File: src/rtl/mrc_result_bcd_pkg.sv
// Shared MRC definitions: datapath width, BCD digit width and result-stage state encoding.
package mrc_defs;

  localparam int MRC_WORD_LENGTH = 16;
  localparam int BCD_DIGIT_W     = 4;

  typedef enum logic [1:0] {
    ST_IDLE  = 2'd0,
    ST_LOAD  = 2'd1,
    ST_SHIFT = 2'd2,
    ST_DONE  = 2'd3
  } mrc_state_e;

endpackage

File: src/rtl/mrc_result_bcd_add3.sv
// Double-dabble digit correction: adds 3 to a BCD digit that is 5 or more.
module bcd_add3
  import mrc_defs::*;
(
  input  logic [BCD_DIGIT_W-1:0] din,
  output logic [BCD_DIGIT_W-1:0] dout
);

  assign dout = (din >= BCD_DIGIT_W'(5)) ? din + BCD_DIGIT_W'(3) : din;

endmodule

File: src/rtl/mrc_result_bcd.sv
// Captures the signed MRC result, converts its magnitude to packed BCD one bit per clock,
// and holds digits plus sign for the display driver.
module mrc_result_bcd
  import mrc_defs::*;
#(
  parameter int WORD_LENGTH = MRC_WORD_LENGTH,
  parameter int NDIGITS     = 10
) (
  input  logic                     clk,
  input  logic                     reset,
  input  logic                     result_valid,
  input  logic [2*WORD_LENGTH-1:0] result,
  output logic                     busy,
  output logic                     done,
  output logic                     neg_out,
  output logic [4*NDIGITS-1:0]     bcd_out
);

  localparam int RW = 2*WORD_LENGTH;
  localparam int BW = BCD_DIGIT_W*NDIGITS;
  localparam int CW = $clog2(RW+1);
  localparam logic [CW-1:0] LAST_SHIFT = CW'(RW-1);

  mrc_state_e     state_reg;
  logic [RW-1:0]  in_reg;
  logic [RW-1:0]  mag_reg;
  logic           neg_reg;
  logic [BW-1:0]  scratch_reg;
  logic [BW-1:0]  scratch_adj;
  logic [BW-1:0]  scratch_next;
  logic [CW-1:0]  cnt_reg;
  logic           unused_carry;

  generate
    for (genvar gi = 0; gi < NDIGITS; gi++) begin : g_digit
      bcd_add3 u_add3 (
        .din  (scratch_reg[gi*BCD_DIGIT_W +: BCD_DIGIT_W]),
        .dout (scratch_adj[gi*BCD_DIGIT_W +: BCD_DIGIT_W])
      );
    end
  endgenerate

  // The top digit never exceeds 4 when NDIGITS is sized correctly, so its carry-out is always 0.
  assign scratch_next = {scratch_adj[BW-2:0], mag_reg[RW-1]};
  assign unused_carry = scratch_adj[BW-1];

  always_ff @(posedge clk or negedge reset) begin
    if (!reset) begin
      state_reg   <= ST_IDLE;
      in_reg      <= '0;
      mag_reg     <= '0;
      neg_reg     <= 1'b0;
      scratch_reg <= '0;
      cnt_reg     <= '0;
      busy        <= 1'b0;
      done        <= 1'b0;
      neg_out     <= 1'b0;
      bcd_out     <= '0;
    end else begin
      case (state_reg)
        ST_IDLE: begin
          done <= 1'b0;
          // A pulse in the same cycle as done is still part of the finished transaction.
          if (result_valid && !done) begin
            in_reg    <= result;
            state_reg <= ST_LOAD;
          end
        end
        ST_LOAD: begin
          neg_reg     <= in_reg[RW-1];
          mag_reg     <= in_reg[RW-1] ? -in_reg : in_reg;
          scratch_reg <= '0;
          cnt_reg     <= '0;
          busy        <= 1'b1;
          state_reg   <= ST_SHIFT;
        end
        ST_SHIFT: begin
          scratch_reg <= scratch_next;
          mag_reg     <= mag_reg << 1;
          cnt_reg     <= cnt_reg + CW'(1);
          if (cnt_reg == LAST_SHIFT) begin
            state_reg <= ST_DONE;
          end
        end
        ST_DONE: begin
          bcd_out   <= scratch_reg;
          neg_out   <= neg_reg;
          done      <= 1'b1;
          busy      <= 1'b0;
          state_reg <= ST_IDLE;
        end
        default: state_reg <= ST_IDLE;
      endcase
    end
  end

endmodule
File: config.mk
export PLATFORM = sky130hd
export DESIGN_NAME = mrc_result_bcd
export DESIGN_NICKNAME = d
export VERILOG_FILES = /design/src/rtl/mrc_result_bcd_pkg.sv /design/src/rtl/mrc_result_bcd_add3.sv /design/src/rtl/mrc_result_bcd.sv
export SDC_FILE = /design/constraint.sdc
export NUM_CORES = 1
export LEC_CHECK = 0
export CORE_ASPECT_RATIO = 0.5
export CORE_UTILIZATION = 45
export CTS_CLUSTER_SIZE = 25
export DETAILED_ROUTE_END_ITERATION = 16
export GPL_ROUTABILITY_DRIVEN = 0
export PLACE_DENSITY = 0.77
export SLEW_MARGIN = 20
export SYNTH_ARGS = -nofsm -noshare
export SYNTH_HDL_FRONTEND = slang
export SYNTH_SLANG_ARGS = --single-unit
File: constraint.sdc
create_clock -name clk -period 3.63 [get_ports clk]
set_input_delay 0.363 -clock clk [delete_from_list [all_inputs] [get_ports clk]]
set_output_delay 0.363 -clock clk [all_outputs]
set_load 0.02 [all_outputs]
==> impl_metrics.toml <==
[final_layout]
final_area_sq_um = 9250
mostFrequentLayoutCells = "dfrtp_1, o21ai_0, mux2_2"
nNetsFinal = 844
fin_cells = 1021
syn_to_final_growth_pct = 20.6
drive_gt1_share_pct = 17.0
diodes = 0
final_common_cell = "dfrtp_1"

[worst_setup_path]
endpoint_kind = "flip-flop"
cp_cell_sequence = "or4_1 -> or4_2 -> o41ai_1 -> xor2_1 -> o21ai_0"
path_max_fanout = 9
max_stage_delay_ps = 850
start_kind = "flip-flop"
cp.required_ps = 3890
cp.arrival_ps = 2940
crit_path_top_delay_cell = "or4_2"
path_class = "reg -> reg"

[synthesis]
syn_avg_cell_area_sq_um = 10.7
synth_cells = 716
synthFlopType = "dfrtp_1"
synth_nets = 777
ys_types = 43
async_flop_share_pct = 100
syn-cell-area_sq_um = 7670
ys_seq_elements = 156
yosys_warnings = 0
synth_edf_count = 0
ys_seq_area_share_pct = 50.9

[timing]
fmax_mhz = 374
slew_violations = 0
finalSetupViolCount = 0
tns_ps = 0
grt_setup_unrepaired = "false"
hold_viol_final = 0
finalClockSkew_ps = 9.70
holdWs_ps = 499
slew_headroom_pct = 30.2
fin_crit_sh_pct = 73.6
worst_pin_slew_ps = 1050
fin_crit_ps = 2670

[placed_design]
placed_area_sq_um = 8650
io_buffers = 77
place_inst = 990
hpwlAfterDp_mm = 9.98

[cts]
clk_latency_ps = 420
cts_resized = 0
clk_path_buf_depth = 2
cts_root_buffer = "clkbuf_16"
cts_tree = "done"
htree_levels = 4
cts_buffers = 17
cts_sinks = 156
clkTransAtPathRegs_ps = 70
post-cts-setup-buffers = 0

[floorplanning]
dieArea_sq_um = 17600
io_pins = 78
die_w_microns = 187
initial_core_util_pct = 46.4
core.rowCount = 33
core_sq_um = 16500
dieHeight_microns = 94.3

[pwr]
ir_drop_uv = 505
p_leak_uw = 0.00397
power_density_nw_per_um2 = 761
power_uw = 7040

[route]
wl_per_cell_microns = 15.1
drt-pass1-iter-count = 5
vias = 5464
routed_wl_mm = 15.4
drt_iter0_markers = 291
routed_via_density = 5.35
ant_nets = 0
drc_errors = 0

[grt]
grt_pass1_vias = 5490
antenna_found_initial = 0
grt_use_total_pct = 19.0
grt_pass1_wl_mm = 26.6
grt_max_degree = 67
grt_overflow = 0

[outcome]
status = "completed"

[hold_path]
hp-class = "reg -> reg"

[flow_run]
maxCapViolCount = 0
==> cell families after synthesis <==
family | share of synthesized area, %
simple gates | 9.03
compound gates | 13.1
flops | 50.9
fa+ha+maj | 4.24
mux | 12.9
xor+xnor | 5.14
buf+inv | 4.67
==> metrics by stage <==
stage / util, % / worst slack [ps]
finish: 56.0 / 957
global route: 56.0 / 795
global placement: 52.4 / 1040
floorplan: - / 1060
CTS: 56.0 / 961
detailed placement: 52.4 / 983
==> worst max-delay path: cells and delay by family, from the launching register on <==
family | cells | cell delay, ps
XOR/XNOR | 1 | 160
flip-flops | 1 | 410
AO/OA/AOI/OAI | 2 | 430
AND/OR/NAND/NOR | 2 | 1510
==> where the power goes <==
part           leakage [uW]  switching (uW)  internal, uW
clock              0.000276             718          1060
combinational       0.00166            1470          1140
sequential          0.00203             445          2210
==> per-layer routing <==
metal	up-vias	global-route usage, %	routed length, microns
met5	-	0	0
met4	0	8.61	274
met3	22	4.03	403
met2	94	30.8	7170
met1	2708	24.7	7560
li1	2640	-	-
==> synth_stat cells, types with 4 or more instances <==
master / number / area share [%]
nor4_1: 4 / 0.33
xor2_1: 25 / 2.9
ha_1: 26 / 4.2
o32ai_1: 9 / 1.0
nand3_1: 8 / 0.52
buf_1: 4 / 0.20
o41ai_1: 5 / 0.57
mux2_2: 84 / 12
a21oi_1: 22 / 1.4
xnor2_1: 20 / 2.3
nor3_1: 11 / 0.72
o31ai_1: 10 / 0.98
o21ai_0: 91 / 5.9
or4_1: 4 / 0.39
clkbuf_1: 33 / 1.6
and3_1: 10 / 0.82
nor2b_1: 7 / 0.57
nand2b_1: 13 / 1.1
inv_1: 54 / 2.6
o22ai_1: 20 / 1.6
nor2_1: 16 / 0.78
dfrtp_1: 156 / 51
nand2_1: 51 / 2.5
==> worst paths after layout <==
check                           startpoint  cells past startpoint  slack, ps          end
worst max-delay path             in_reg[6]                      5        960  mag_reg[20]
worst min-delay path                  busy                      2        500         busy
worst max register to register   in_reg[6]                      5        960  mag_reg[20]
worst min register to register        busy                      2        500         busy
max in group asynchronous            reset                      3       2250  mag_reg[28]
min in group asynchronous            reset                      2        510  bcd_out[23]
==> what timing repair did <==
action | 4_1_cts | 5_1_grt
hold endpoints to repair | 63 | 0
hold buffers | 1 | 0
endpoints found under the setup margin | 0 | 0
==> cell type report <==
class	count	area [sq um]
fill	1430	7270
multi-input combinational	467	3420
timing repair buffer	87	850
inverter	54	203
clock inverter	10	118
tap	227	284
clock buffer	20	467
sequential	156	3910
No activity file was read; power rests on OpenSTA's default activity.
